### src/rtl/fog_demodulator_if.sv
// Sample/status inputs and period results for the PIG square-wave demodulator.
// The bench drives through master; the demodulator sits on slave.
interface fog_demodulator_if #(
    parameter int ADC_BIT = 14,
    parameter int ACC_BIT = 24
);
    logic                      i_en;
    logic signed [ADC_BIT-1:0] i_adc_data;
    logic                      i_status;
    logic [15:0]               i_blank_cnt;
    logic signed [ACC_BIT:0]   o_err;
    logic                      o_err_valid;
    logic signed [ACC_BIT-1:0] o_sum_H;
    logic signed [ACC_BIT-1:0] o_sum_L;
    logic                      o_sat;

    modport master (
        output i_en, i_adc_data, i_status, i_blank_cnt,
        input  o_err, o_err_valid, o_sum_H, o_sum_L, o_sat
    );

    modport slave (
        input  i_en, i_adc_data, i_status, i_blank_cnt,
        output o_err, o_err_valid, o_sum_H, o_sum_L, o_sat
    );
endinterface

### src/rtl/fog_demodulator.sv
// Square-wave synchronous demodulator: integrates HIGH and LOW halves with
// post-transition blanking and reports sum_H - sum_L once per period.
module fog_demodulator #(
    parameter int ADC_BIT = 14,
    parameter int ACC_BIT = 24
) (
    input logic              i_clk,
    input logic              i_rst,
    fog_demodulator_if.slave bus
);
    typedef enum logic [1:0] {
        S_IDLE,
        S_BLANK,
        S_ACC
    } state_e;

    localparam logic signed [ACC_BIT-1:0] ACC_MAX =
        {1'b0, {(ACC_BIT-1){1'b1}}};
    localparam logic signed [ACC_BIT-1:0] ACC_MIN =
        {1'b1, {(ACC_BIT-1){1'b0}}};

    state_e                    state_q;
    logic                      status_q;
    logic [15:0]               blank_q;
    logic signed [ACC_BIT-1:0] acc_q;
    logic                      sat_q;
    logic signed [ACC_BIT-1:0] sum_l_q;
    logic                      sat_l_q;
    logic                      have_l_q;
    logic signed [ACC_BIT:0]   err_q;
    logic                      err_valid_q;
    logic signed [ACC_BIT-1:0] sum_h_out_q;
    logic signed [ACC_BIT-1:0] sum_l_out_q;
    logic                      sat_out_q;

    logic                      edge_w;
    logic                      fall_w;
    logic                      rise_w;
    logic signed [ACC_BIT-1:0] sample_ext;
    logic signed [ACC_BIT:0]   sum_wide;
    logic                      ovf_w;
    logic signed [ACC_BIT-1:0] acc_add_d;
    logic signed [ACC_BIT:0]   err_d;
    state_e                    start_state_d;
    logic signed [ACC_BIT-1:0] start_acc_d;

    always_comb begin
        edge_w     = bus.i_status != status_q;
        fall_w     = status_q & ~bus.i_status;
        rise_w     = ~status_q & bus.i_status;
        sample_ext = {{(ACC_BIT-ADC_BIT){bus.i_adc_data[ADC_BIT-1]}},
                      bus.i_adc_data};
        sum_wide   = {acc_q[ACC_BIT-1], acc_q}
                   + {sample_ext[ACC_BIT-1], sample_ext};
        ovf_w      = sum_wide[ACC_BIT] ^ sum_wide[ACC_BIT-1];
        acc_add_d  = sum_wide[ACC_BIT-1:0];
        if (ovf_w) begin
            acc_add_d = sum_wide[ACC_BIT] ? ACC_MIN : ACC_MAX;
        end
        err_d = {acc_q[ACC_BIT-1], acc_q} - {sum_l_q[ACC_BIT-1], sum_l_q};
        // Edge-cycle sample counts as the first blanked one when blank >= 1.
        start_state_d = S_BLANK;
        start_acc_d   = '0;
        unique case (1'b1)
            (bus.i_blank_cnt == 16'd0): begin
                start_state_d = S_ACC;
                start_acc_d   = sample_ext;
            end
            (bus.i_blank_cnt == 16'd1): start_state_d = S_ACC;
            default: start_state_d = S_BLANK;
        endcase
    end

    always_ff @(posedge i_clk) begin
        if (i_rst) begin
            state_q     <= S_IDLE;
            status_q    <= 1'b0;
            blank_q     <= '0;
            acc_q       <= '0;
            sat_q       <= 1'b0;
            sum_l_q     <= '0;
            sat_l_q     <= 1'b0;
            have_l_q    <= 1'b0;
            err_q       <= '0;
            err_valid_q <= 1'b0;
            sum_h_out_q <= '0;
            sum_l_out_q <= '0;
            sat_out_q   <= 1'b0;
        end else begin
            status_q    <= bus.i_status;
            err_valid_q <= 1'b0;
            if (!bus.i_en) begin
                state_q  <= S_IDLE;
                blank_q  <= '0;
                acc_q    <= '0;
                sat_q    <= 1'b0;
                sum_l_q  <= '0;
                sat_l_q  <= 1'b0;
                have_l_q <= 1'b0;
            end else begin
                unique case (state_q)
                    S_IDLE: begin
                        if (fall_w) begin
                            have_l_q <= 1'b0;
                            blank_q  <= bus.i_blank_cnt;
                            acc_q    <= start_acc_d;
                            sat_q    <= 1'b0;
                            state_q  <= start_state_d;
                        end
                    end
                    default: begin
                        if (edge_w) begin
                            if (rise_w) begin
                                sum_l_q  <= acc_q;
                                sat_l_q  <= sat_q;
                                have_l_q <= 1'b1;
                            end else if (have_l_q) begin
                                sum_h_out_q <= acc_q;
                                sum_l_out_q <= sum_l_q;
                                err_q       <= err_d;
                                sat_out_q   <= sat_q | sat_l_q;
                                err_valid_q <= 1'b1;
                            end
                            blank_q <= bus.i_blank_cnt;
                            acc_q   <= start_acc_d;
                            sat_q   <= 1'b0;
                            state_q <= start_state_d;
                        end else if (state_q == S_BLANK) begin
                            blank_q <= blank_q - 16'd1;
                            if (blank_q == 16'd2) begin
                                state_q <= S_ACC;
                            end
                        end else begin
                            acc_q <= acc_add_d;
                            if (ovf_w) begin
                                sat_q <= 1'b1;
                            end
                        end
                    end
                endcase
            end
        end
    end

    assign bus.o_err       = err_q;
    assign bus.o_err_valid = err_valid_q;
    assign bus.o_sum_H     = sum_h_out_q;
    assign bus.o_sum_L     = sum_l_out_q;
    assign bus.o_sat       = sat_out_q;
endmodule

### src/flat_wrapper.sv
// flat-port wrapper written by rule: the top's interface ports become plain ports
module fog_demodulator_flat 
#(
    parameter int ADC_BIT = 14,
    parameter int ACC_BIT = 24
)
  (i_clk, i_rst, bus_i_en, bus_i_adc_data, bus_i_status, bus_i_blank_cnt, bus_o_err, bus_o_err_valid, bus_o_sum_H, bus_o_sum_L, bus_o_sat);
  fog_demodulator_if #(.ADC_BIT(ADC_BIT), .ACC_BIT(ACC_BIT)) bus_i ();
  input logic i_clk;
  input logic i_rst;
  input wire logic [$bits(bus_i.i_en)-1:0] bus_i_en;
  input wire logic [$bits(bus_i.i_adc_data)-1:0] bus_i_adc_data;
  input wire logic [$bits(bus_i.i_status)-1:0] bus_i_status;
  input wire logic [$bits(bus_i.i_blank_cnt)-1:0] bus_i_blank_cnt;
  output wire logic [$bits(bus_i.o_err)-1:0] bus_o_err;
  output wire logic [$bits(bus_i.o_err_valid)-1:0] bus_o_err_valid;
  output wire logic [$bits(bus_i.o_sum_H)-1:0] bus_o_sum_H;
  output wire logic [$bits(bus_i.o_sum_L)-1:0] bus_o_sum_L;
  output wire logic [$bits(bus_i.o_sat)-1:0] bus_o_sat;
  assign bus_i.i_en = bus_i_en;
  assign bus_i.i_adc_data = bus_i_adc_data;
  assign bus_i.i_status = bus_i_status;
  assign bus_i.i_blank_cnt = bus_i_blank_cnt;
  assign bus_o_err = bus_i.o_err;
  assign bus_o_err_valid = bus_i.o_err_valid;
  assign bus_o_sum_H = bus_i.o_sum_H;
  assign bus_o_sum_L = bus_i.o_sum_L;
  assign bus_o_sat = bus_i.o_sat;
  fog_demodulator #(.ADC_BIT(ADC_BIT), .ACC_BIT(ACC_BIT)) u_core (.i_clk(i_clk), .i_rst(i_rst), .bus(bus_i));
endmodule
### config.mk
export PLATFORM = sky130hd
export DESIGN_NAME = fog_demodulator_flat
export DESIGN_NICKNAME = d
export VERILOG_FILES = /design/src/rtl/fog_demodulator_if.sv /design/src/rtl/fog_demodulator.sv /design/src/flat_wrapper.sv
export SDC_FILE = /design/constraint.sdc
export NUM_CORES = 1
export LEC_CHECK = 0
export CELL_PAD_IN_SITES_DETAIL_PLACEMENT = 1
export CELL_PAD_IN_SITES_GLOBAL_PLACEMENT = 2
export CORE_MARGIN = 2
export CORE_UTILIZATION = 25
export DETAILED_ROUTE_END_ITERATION = 16
export PLACE_DENSITY = 0.72
export RECOVER_POWER = 50
export SLEW_MARGIN = 10
export SYNTH_ARGS = -nofsm -noshare
export SYNTH_HDL_FRONTEND = slang
export SYNTH_SLANG_ARGS = --single-unit
### constraint.sdc
create_clock -name i_clk -period 2.91 [get_ports i_clk]
set_clock_uncertainty 0.1 [all_clocks]
set_input_delay 0.582 -clock i_clk [delete_from_list [all_inputs] [get_ports i_clk]]
set_output_delay 0.582 -clock i_clk [all_outputs]
set_load 0.03 [all_outputs]
Word-level counts from Yosys, hierarchy flattened
Index checks and enable logic that the tools add are counted.

storage, ports and cells
  register bits = 145
  input bits = 34
  output and inout port bits = 75
  logic and storage cells = 75

operators by class
  $add $sub $neg = 3
  equality and inequality tests = 6
  mux-type cells = 26
  bitwise operators = 10
  reduce and logical (&&, ||, !) cells = 17

operators by type and width
  cell                     number
  $mux W24                 7
  $mux W16                 4
  $add A24 B14 Y25         1
  $sub A24 B24 Y25         1
  $eq A16 B1 Y1 const B    1
  $eq A16 B2 Y1 const B    1
  $logic_not A16 Y1        1
  $sub A16 B1 Y16 const B  1
  $mux W2                  6
  $reduce_and A3 Y1        4
  $mux W1                  9
  $reduce_bool A3 Y1       3
  $not A1 Y1               6
  $reduce_and A5 Y1        1
  $reduce_or A5 Y1         1
  $reduce_and A2 Y1        2
  $reduce_bool A2 Y1       2
  $reduce_or A2 Y1         2
  $ne A3 B2 Y1 const B     1
  $and A1 B1 Y1            2
  $eq A2 B1 Y1 const B     1
  $logic_not A2 Y1         1
  $ne A2 B1 Y1 const B     1
  $ne A1 B1 Y1             1
  other kinds (2)          2

Longest topological paths before layout
Gate-level depths: netlist of run 1.

  depth after elaboration = 6
  gate-level depth with buffers = 13
  gate-level depth less buffers = 12

Worst setup path before layout of run 1
No wires, ideal clock.

  path kind = input to register
  from = input bus_i_adc_data[0]
  to = register u_core.acc_q[18]
  library setup time = 0.152 ns
  arrival = 2.851 ns
  data required time = 2.658 ns
  setup slack = -0.193 ns
  stages = 12
  buffers on the path = 1
  cells stage by stage = ha_1 inv_1 fa_1 and2b_1 o31ai_4 a2bb2oi_2 o41ai_4 o2111ai_1 mux2_2 buf_2 a31oi_1 nor3_1

on the way
  word-level cells in the longest chain between the ends = 6
  elaborated cells between the ends (all ways) = 7
  those cells by class = 1 x add/sub; 5 x mux; 1 x bitwise

RTL lines
  element                                           line                                          RTL
  start, declared                                   flat_wrapper.sv:12                            input wire logic [$bits(bus_i.i_adc_data)-1:0] bus_i_adc_data;
  $add A24 B14 Y25 (*)                              fog_demodulator.sv:54                         + {sample_ext[ACC_BIT-1], sample_ext};
  $mux W24 / $xor A1 B1 Y1 (equally long branches)  fog_demodulator.sv:58, fog_demodulator.sv:55
  $mux W24 (*)                                      fog_demodulator.sv:57                         if (ovf_w) begin
  $mux W24 (*)                                      fog_demodulator.sv:128                        end else if (state_q == S_BLANK) begin
  $mux W24 (*)                                      fog_demodulator.sv:112                        if (edge_w) begin
  $mux W24 (*)                                      fog_demodulator.sv:101                        unique case (state_q)
  end signal, assigned                              fog_demodulator.sv:106                        acc_q <= start_acc_d;
  end signal, assigned                              fog_demodulator.sv:125                        acc_q <= start_acc_d;
  end, declared                                     fog_demodulator.sv:25                         logic signed [ACC_BIT-1:0] acc_q;

Mark *: on every way between the ends. The rest lies on a longest branch, timed or not. The select of a mux whose other input is x is not followed.
A chain may end at the register's enable or synchronous reset.

Worst setup path in the final report of run 1
  from = register u_core.acc_q[0]
  to = register u_core.acc_q[15]

on the way
  word-level cells in the longest chain between the ends = 6
  elaborated cells between the ends (all ways) = 7
  those cells by class = 1 x add/sub; 5 x mux; 1 x bitwise

RTL lines
  element                                           line
  $add A24 B14 Y25 (*)                              fog_demodulator.sv:54
  $mux W24 / $xor A1 B1 Y1 (equally long branches)  fog_demodulator.sv:58, fog_demodulator.sv:55
  $mux W24 (*)                                      fog_demodulator.sv:57
  $mux W24 (*)                                      fog_demodulator.sv:128
  $mux W24 (*)                                      fog_demodulator.sv:112
  $mux W24 (*)                                      fog_demodulator.sv:101

Marks and branches as above.

==> metrics.txt, run 1 <==
ratio of cells with drive above 1 in the final layout 0.197; Compound-Gate Fraction of Synth Area 0.251; gr ovfl total 0; Synth area leader dfxtp_1; Clock Pin Slew Worst Setup and Hold Paths approximately 70 ps; main combinational cell family by area after synthesis compound AO/OA/AOI/OAI gates; DP HPWL between 20,000 and 25,000 µm; Post-Route Utilization 0.371; initial DRC count ~290; Synth Flop Type dfxtp_1; post-synthesis adder-cell area fraction 0.0852; crit start category flip-flop; via count approximately 8,500; most frequent cell after synthesis nand2_1; Seq pwr share 0.420; GRT Util Overall 0.173; GPL Wtd Cong 0.830; total power 0.00478 W; post-synthesis mux area share 0.00139; syn nets between 1,000 and 1,500; vias in the first global route around 8,700; Worst VDD drop a little under 0.4 mV; Num CTS Buffers 17; Avg Cell Area, Syn 7.52 µm²; TritonCTS clock tree done; MaxCap Viol Count 0; drt first pass iters 4; final worst-path cycle share 1.04; failing checks setup timing; area grow syn2layout 45.4%; CTS root buf clkbuf_16; RSZ-0062 raised after global routing yes; WL/cell about 17 µm; register area share after synthesis 0.358; Sw Pwr between 0.001 and 0.0015 W; die height around 180 µm; fin area between 10,000 and 15,000 µm²; Antenna Violating Nets Remaining 0; worst skew pair latency 420 ps; # setup viols final 20; crit end category flip-flop; total number of yosys warnings 0; largest cells by area after synthesis dfxtp_1 (36%), nand2_1 (11%), a21oi_1 (10%), ha_1 (8.0%), o21ai_0 (3.4%); Async S/R FF share, synth 0; Initial Util 0.256; row count 65; Buffers on Ports roughly 110; number of synthesized flops with an enable pin 0; I/O Pins about 110; Avg Vias per Cell 4.89; die width about 180 µm; Crit path max-delay family compound AO/OA/AOI/OAI gates; Hold Slack around 350 ps; top cells by count, synth nand2_1 (245), a21oi_1 (162), dfxtp_1 (145); initial antenna violation count 3; internal power between 0.003 and 0.004 W; Simple-Gate Fraction of Synth Area 0.222; crit path DAT around 3200 ps; nets 1,405; synthesis-stage register bit count ~150; slowest CP cell mux2_2; final worst setup slack -117 ps; endpoints failing hold 0; Lkg Pwr around 4.7 nW; Yosys cell types 67; placed cell area approximately 11,000 µm²; Logic pwr share 0.104; clock share of power 0.475; DRC errors left 0; CTS H-tree lvls 4; f_max about 330 MHz; global-route wire length before repair 46,600 µm; synthesized instance count between 1,000 and 1,500; core footprint ~32,000 µm²; Pwr per Cell Area 405 nW/µm²; Setup CP Type reg -> reg; synthesized area about 8100 µm²; cells along the critical path ha_4, inv_2, fa_2, and2b_2, o31ai_4, a2bb2oi_4, buf_12, o41ai_4, buf_6, o2111ai_4, mux2_2, a21oi_1, nor3_1; crit-path max FO 5; clk buf depth 2; critical path data required time about 3100 ps; minimum clock period between 3000 and 4000 ps; Place WS -732 ps; final WL approximately 29,000 µm; largest net degree at the start of global routing between 60 and 70; Bufs and invs on worst path 3; status finished with violations; Sw Share 0.246; fillcell total approximately 3,800; CP max stage delay around 400 ps; Max Slew Vio Count 0; Hold Crit Class reg -> reg; fraction of post-synthesis cell area in the top cell type by area 0.358; Sink Count between 100 and 150; relative slew slack 0.546; Least-Margin Pin Slew 682 ps; post-synthesis xor/xnor area fraction 0.0357; die footprint 33,900 µm²
==> state kept, by name, indices dropped and copies added (netlist names) <==
| signal | count |
|---|---|
| u_core.bus.o_sum_H | 24 |
| u_core.bus.o_err_valid | 1 |
| u_core.sat_q | 1 |
| u_core.sum_l_q | 24 |
| u_core.bus.o_sum_L | 24 |
| u_core.bus.o_sat | 1 |
| u_core.bus.o_err | 25 |
| u_core.status_q | 1 |
| u_core.sat_l_q | 1 |
| u_core.acc_q | 24 |
| u_core.blank_q | 16 |
| u_core.have_l_q | 1 |
| u_core.state_q | 2 |
==> final timing paths <==
path / start / to / slack (ps) / depth (start not counted)
max: u_core.acc_q[0]$_SDFFE_PP0P_ / u_core.acc_q[15]$_SDFFE_PP0P_ / -120 / 13
min: u_core.bus.o_err[5]$_SDFFE_PP0P_ / u_core.bus.o_err[5]$_SDFFE_PP0P_ / 350 / 2
min reg2reg: u_core.bus.o_err[5]$_SDFFE_PP0P_ / u_core.bus.o_err[5]$_SDFFE_PP0P_ / 350 / 2
max reg2reg: u_core.acc_q[0]$_SDFFE_PP0P_ / u_core.acc_q[15]$_SDFFE_PP0P_ / -120 / 13
==> placed cells by master (no fill, tap or decap), types with 5 or more instances in the layout <==
master	count
nand2_1	244
a21oi_1	148
dfxtp_1	143
buf_4	138
dlygate4sd3_1	76
nor2_1	65
o21ai_0	52
inv_1	46
ha_1	41
xnor2_1	23
nor3_1	21
nand3_1	19
clkbuf_16	17
clkdlybuf4s50_1	17
a21o_1	13
a21oi_2	13
dlygate4sd2_1	12
o31ai_1	11
a31oi_1	11
ha_4	11
nor2b_1	9
xor2_1	9
a211oi_1	9
buf_12	9
o211ai_1	8
o21a_1	7
o21ai_1	7
nand2b_1	6
or3_1	6
clkbuf_1	6
nor4_1	5
nand4_1	5
and2_1	5
a22oi_1	5
==> stage by stage <==
step / std cells / setup TNS [ps]
2_1_floorplan: 1078 / -84.2
5_1_grt: 1731 / -4370
6_report: 1732 / -819
3_3_place_gp: 1683 / -15630
4_1_cts: 1724 / 0
3_5_place_dp: 1683 / -17440
==> routing by layer <==
layer	vias up	GRT usage	part of all wire
met5	-	0	0.0010
met4	4	0.0467	0.016
met3	30	0.0283	0.031
met2	123	0.294	0.47
met1	4054	0.227	0.49
li1	4260	-	-
==> tightest hold or removal path: stages (launching register included) <==
cell and delay [ps]:
dfxtp_1 300, nand2_1 50, a21oi_1 50
==> final cells by class <==
class / count / area, µm² / area share
clock buffers: 21 / 460 / 0.0391
multi-input cells: 840 / 5260 / 0.446
repair buffers: 264 / 2330 / 0.198
inverters: 49 / 184 / 0.0156
well taps: 402 / 503 / 0.0427
diodes: 1 / 2.50 / 0.000212
clock inverters: 10 / 135 / 0.0115
flip-flops and latches: 145 / 2910 / 0.247
==> power by group through the flow <==
stage	logic, W	clock network, W	registers, W
after floorplan	0.000251	0	0.00205
after global placement	0.000467	0	0.00205
after detailed placement	0.000471	0	0.00205
after CTS	0.000489	0.00232	0.00201
after global routing	0.000549	0.00242	0.00201
final	0.000499	0.00227	0.00201
==> logic make-up (layout without fill, tap and decap cells) <==
| family | Yosys count | after routing |
|---|---|---|
| compound gates | 333 | 334 |
| xor+xnor | 33 | 33 |
| fa+ha+maj | 54 | 54 |
| buf+inv | 97 | 344 |
| flops | 145 | 145 |
| mux | 1 | 4 |
| other cells | 0 | 1 |
| simple gates | 415 | 415 |
==> timing repair <==
action                     in CTS  in global routing
gates resized for setup        53                 30
setup endpoints to repair      31                 34
pin swaps                      20                 24
buffers inserted                6                  6
gates cloned                    4                  1
hold buffers                    0                  0
Note: power is estimated with default switching activity, not from simulation.
==> inputs of run 2 (changes only) <==
- CORE_ASPECT_RATIO: unset -> 1.5
==> run 2 against run 1 <==
The flow still finishes with violations (setup timing). Combinational power grew 2%. Clock power grew 8.8%. Core utilization grew 0.62 points. Sequential power is essentially flat. Cell count grew 1.2%. Sequential share of layout area shrank 0.47 points. Non-clock buffer count grew 15. Register-to-register slack gained 20 ps. Flip-flop and latch count is the same. Largest cell class unchanged.
==> metrics.txt, run 2 (synthesis results as in run 1) <==
status finished with violations; failing checks setup timing; clk buf depth 2 (unchanged); f_max 333 MHz (+0.70%); MaxCap Viol Count 0 (unchanged); Initial Util 0.255 (-0.000904); cells along the critical path ha_4, inv_2, fa_2, and2b_2, o31ai_4, a2bb2oi_4, o41ai_4, buf_4, buf_6, o21ai_4, a21o_1, a311oi_2, xnor2_1, o21ai_1; relative slew slack 0.0103 (-0.535); CP max stage delay 370 ps (-30 ps); minimum clock period 3010 ps (-20.9 ps); Num CTS Buffers 17 (unchanged); placed cell area 10,700 µm² (+0.25%); die width 151 µm (-18%); I/O Pins 109 (unchanged); crit-path max FO 4 (-1); worst skew pair latency 460 ps (+40 ps); final WL 29,500 µm (+2.3%); global-route wire length before repair 46,400 µm (-0.50%); reg2reg path depth 14 (+1); Pwr per Cell Area 415 nW/µm² (+2.4%); WL/cell 16.8 µm (+1.1%); initial DRC count 245 (-15%); ant diodes 0 (-1); Hold Crit Class reg -> reg; Avg Vias per Cell 4.88 (-0.29%); Clock Pin Slew Worst Setup and Hold Paths 70 ps (about the same); crit end category flip-flop; vias in the first global route 8,823 (+1.1%); ratio of cells with drive above 1 in the final layout 0.224 (+0.0270); die height 225 µm (+22%); GPL Wtd Cong 0.837 (+0.81%); grt met2 use 0.326 (+0.0316); met1 usage 0.196 (-0.0311); Least-Margin Pin Slew 1480 ps (+803 ps); Sink Count 145 (unchanged); area grow syn2layout 48.3%; post-route insts no fill 1,753 (+1.2%); endpoints failing hold 0 (unchanged); max reg flops 25 (unchanged); gr ovfl total 0 (unchanged); Place WS -807 ps (-74.9 ps); initial antenna violation count 0 (-3); most frequent cells in the layout nand2_1 (243), buf_4 (148), dfxtp_1 (141); DRC errors left 0 (unchanged); CTS H-tree lvls 4 (unchanged); core footprint 31,800 µm² (+0.36%); crit path DAT 3250 ps (about the same); nets 1,419 (+1.0%); met3 usage 0.0314 (+0.00311); Lkg Pwr 4.85 nW (+2.5%); drt first pass iters 4 (unchanged); crit start category flip-flop; final worst-path cycle share 1.03 (-0.00719); setup TNS -363 ps (+456 ps); Hold Path Cell Cnt 2 (unchanged); DP HPWL 21,800 µm (+1.1%); gr busiest metal met2; final worst setup slack -95.9 ps (+20.9 ps); fillcell total 3,871 (+1.4%); row count 80 (+23%); Worst VDD drop 0.438 mV (+13%); Reg2Reg Setup Slack -100 ps (+20 ps); GRT Util Overall 0.176 (+0.00261); Buffers on Ports 108 (unchanged); CTS root buf clkbuf_16; commonest non-fill, non-tap cell in the layout nand2_1; Setup CP Type reg -> reg; slowest CP cell dfxtp_4; TritonCTS clock tree done; largest net degree at the start of global routing 71 (+13%); Post-Route Utilization 0.378 (+0.00616); die footprint 33,900 µm² (about the same); fin area 12,000 µm² (+2.0%); Antenna Violating Nets Remaining 0 (unchanged); # setup viols final 9 (-55%); Post-Place Cells 1,702 (+1.1%); critical path data required time 3150 ps (+30 ps); RSZ-0062 raised after global routing yes; Max Slew Vio Count 0 (unchanged); via count 8,549 (+0.92%)
## run 2: where the power goes
| part | switching [W] | total, W | internal, W |
|---|---|---|---|
| Clock | 0.000916 | 0.00247 | 0.00156 |
| Combinational | 0.000281 | 0.000509 | 0.000228 |
| Sequential | 0.0000131 | 0.00201 | 0.00199 |
| Total | 0.00121 | 0.00499 | 0.00378 |
## run 2: final timing paths
check | from | end
hold / removal | u_core.bus.o_err[18]$_SDFFE_PP0P_ | u_core.bus.o_err[18]$_SDFFE_PP0P_
setup reg to reg | u_core.acc_q[0]$_SDFFE_PP0P_ | u_core.sat_q$_SDFFE_PP0P_
setup / recovery | u_core.acc_q[0]$_SDFFE_PP0P_ | u_core.sat_q$_SDFFE_PP0P_
hold reg to reg | u_core.bus.o_err[18]$_SDFFE_PP0P_ | u_core.bus.o_err[18]$_SDFFE_PP0P_
## run 2: timing repair
action                                  4_1_cts  5_1_grt
hold buffers                                  0        0
setup buffers                                10        5
pin swaps                                    28       35
endpoints found under the setup margin       32       33
resized for setup                            62       58
gates cloned                                  5        0
hold endpoints to repair                      0        0
## run 2: area by class of cell
type	instances	area, µm²	share of cell area
Multi-Input combinational cell	839	5370	0.447
Sequential cell	145	2910	0.242
Timing Repair Buffer	279	2400	0.200
Tap cell	410	513	0.0427
Clock buffer	21	460	0.0383
Inverter	49	184	0.0153
Clock inverter	10	183	0.0152
## run 2: through the flow
stage	power (W)	hold slack [ps]
floorplan	0.00230	332
global placement	0.00251	341
detailed placement	0.00252	346
CTS	0.00503	354
global route	0.00518	366
finish	0.00499	347
## run 2: worst max-delay path, delay by kind of cell (launching register included)
family	cells	cell delay [ps]
DFF	1	370
xor gates and xnor gates	1	170
and+or+nand+nor	1	250
AOI/OAI and AO/OA	7	1260
buffers and inverters	3	380
adders and majority gates	2	370
## run 2: per-layer routing
metal	routed length, µm	vias to the layer above	part of all wire
met5	0	-	0
met4	852	0	0.029
met3	736	48	0.025
met2	15800	121	0.53
met1	12200	4105	0.41
li1	-	4275	-
==> inputs of run 3 (changes only) <==
- CTS_BUF_LIST: unset -> sky130_fd_sc_hd__clkbuf_16
==> run 3 against run 2 <==
Sequential power is essentially flat. Via count shrank 0.46%. Cell area shrank 0.55%. Wire length is essentially flat. Highest routed layer unchanged. Critical path depth grew 1. First-iteration DRC count grew 17%. Cell count is essentially flat. The run ends with capacitance limit, slew limit, setup timing left. Clock power shrank 2%. Combinational power is essentially flat. Worst setup slack gained 56 ps. Sequential share of layout area grew 0.14 points. Non-clock buffer count shrank 1.
==> metrics.txt, run 3 (synthesis results as in run 1) <==
Max Slew Vio Count 71 (+71); Critical R2R Launch u_core.acc_q[0]$_SDFFE_PP0P_; endpoints failing hold 0 (unchanged); Initial Util 0.255 (unchanged); die footprint 33,900 µm² (unchanged); CTS root buf clkbuf_16; setup TNS -127 ps (+237 ps); initial antenna violation count 0 (unchanged); Hold Crit Class reg -> reg; max reg flops 25 (unchanged); minimum clock period 2950 ps (-55.7 ps); Lkg Pwr 4.81 nW (-0.77%); post-route insts no fill 1,752 (-0.057%); GPL Wtd Cong 0.837 (unchanged); DRC errors left 0 (unchanged); Crit path max-delay family compound AO/OA/AOI/OAI gates; Worst VDD drop 0.443 mV (+1.3%); crit path launch bus_i_adc_data[0]; vias in the first global route 8,792 (-0.35%); Buffers on Ports 108 (unchanged); final worst-path cycle share 1.01 (-0.0191); Setup CP Type in -> reg; crit-path max FO 4 (unchanged); DP HPWL 21,800 µm (unchanged); Num CTS Buffers 17 (unchanged); core footprint 31,800 µm² (unchanged); nets 1,418 (-0.070%); Antenna Violating Nets Remaining 0 (unchanged); relative slew slack -0.00559 (-0.0159); failing checks capacitance limit, slew limit, setup timing; Sink Count 145 (unchanged); hold path startpoint u_core.bus.o_err[12]$_SDFFE_PP0P_; CP max stage delay 320 ps (-50 ps); clk buf depth 2 (unchanged); area grow syn2layout 47.5%; fillcell total 3,889 (+0.46%); Least-Margin Pin Slew 1510 ps (+23.8 ps); critical path data required time 3150 ps (about the same); ant diodes 0 (unchanged); final WL 29,500 µm (about the same); I/O Pins 109 (unchanged); crit end category flip-flop; Pwr per Cell Area 412 nW/µm² (-0.79%); Clock Pin Slew Worst Setup and Hold Paths 60 ps (about the same); crit start category input pin; CTS H-tree lvls 4 (unchanged); TritonCTS clock tree done; f_max 339 MHz (+1.9%); gr ovfl total 0 (unchanged); Avg Vias per Cell 4.86 (-0.40%); RSZ-0062 raised after global routing yes; via count 8,510 (-0.46%); Post-Place Cells 1,702 (unchanged); WL/cell 16.8 µm (about the same); die width 151 µm (unchanged); ratio of cells with drive above 1 in the final layout 0.219 (-0.00505); commonest non-fill, non-tap cell in the layout nand2_1; # setup viols final 7 (-2); largest net degree at the start of global routing 71 (unchanged); slowest CP cell or3_1; row count 80 (unchanged); crit path DAT 3190 ps (-60 ps); status finished with violations; drt first pass iters 4 (unchanged); most frequent cells in the layout nand2_1 (243), buf_4 (149), dfxtp_1 (140); cells along the critical path clkdlybuf4s15_2, ha_4, inv_2, fa_2, and2b_2, o31ai_4, a2bb2oi_4, o41ai_4, buf_4, buf_6, a21oi_2, o21a_1, or3_1, a31oi_1, nor3_1; initial DRC count 287 (+17%); worst skew pair latency 450 ps (about the same); Bufs and invs on worst path 4 (+1); final worst setup slack -40.2 ps (+55.7 ps); die height 225 µm (unchanged); GRT Util Overall 0.175 (-0.000444); global-route wire length before repair 46,200 µm (-0.30%); MaxCap Viol Count 1 (+1)
## run 3: changes by cell type in the layout (fill, tap and decap cells not counted), sizes merged
| cell | previous run | this run |
|---|---|---|
| dlymetal6s2s | 5 | 4 |
| buf | 160 | 159 |
| clkdlybuf4s50 | 18 | 19 |
| dlygate4sd2 | 5 | 7 |
| inv | 48 | 50 |
| clkinv | 3 | 5 |
| clkbuf | 35 | 29 |
## run 3: final timing paths
path / to / cells past startpoint / slack (ps)
setup reg to reg: u_core.acc_q[18]$_SDFFE_PP0P_ / 14 / -40
hold reg to reg: u_core.bus.o_err[12]$_SDFFE_PP0P_ / 2 / 350
hold / removal: u_core.bus.o_err[12]$_SDFFE_PP0P_ / 2 / 350
setup / recovery: u_core.acc_q[18]$_SDFFE_PP0P_ / 15 / -40
## run 3: worst register-to-register path, cell delays in order, from the launching register on
cell	delay [ps]
dfxtp_4	370
ha_4	170
inv_2	60
fa_2	210
and2b_2	250
o31ai_4	290
a2bb2oi_4	110
o41ai_4	200
buf_4	200
buf_6	130
a21oi_2	60
o21a_1	180
or3_1	320
a31oi_1	150
nor3_1	60
## run 3: repair_timing
item	in CTS	in global routing
setup buffers	9	5
cloned	5	0
pin swaps	25	29
endpoints found under the setup margin	32	33
gates resized for setup	61	51
hold buffers	0	0
## run 3: metal layers
| layer | GRT usage | wire length [µm] |
|---|---|---|
| met4 | 0.0627 | 753 |
| met1 | 0.197 | 12200 |
| met2 | 0.327 | 15800 |
| met5 | 0 | 0 |
| met3 | 0.0302 | 700 |
## run 3: area by class of cell
cell class,instances,area (µm²),share of cell area
flip-flops and latches,145,2910,0.244
clock inverters,14,198,0.0165
well taps,410,513,0.0429
inverters,49,184,0.0154
repair buffers,278,2380,0.199
multi-input cells,839,5340,0.447
clock buffers,17,425,0.0356
## run 3: metrics by stage
stage	hold slack, ps	utilization	setup WS, ps	area [µm²]	total power [W]
global placement	341	0.338	-748	10700	0.00251
finish	347	0.376	-40.2	12000	0.00492
detailed placement	346	0.338	-807	10700	0.00252
floorplan	332	-	-36.6	8140	0.00230
CTS	354	0.369	-62.0	11700	0.00496
global route	366	0.376	-182	12000	0.00512
## run 3: where the power goes
part | leakage [nW] | switching [W] | internal, W
combinational | 3.34 | 0.000281 | 0.000229
clock | 0.302 | 0.000909 | 0.00150
sequential | 1.17 | 0.0000131 | 0.00199
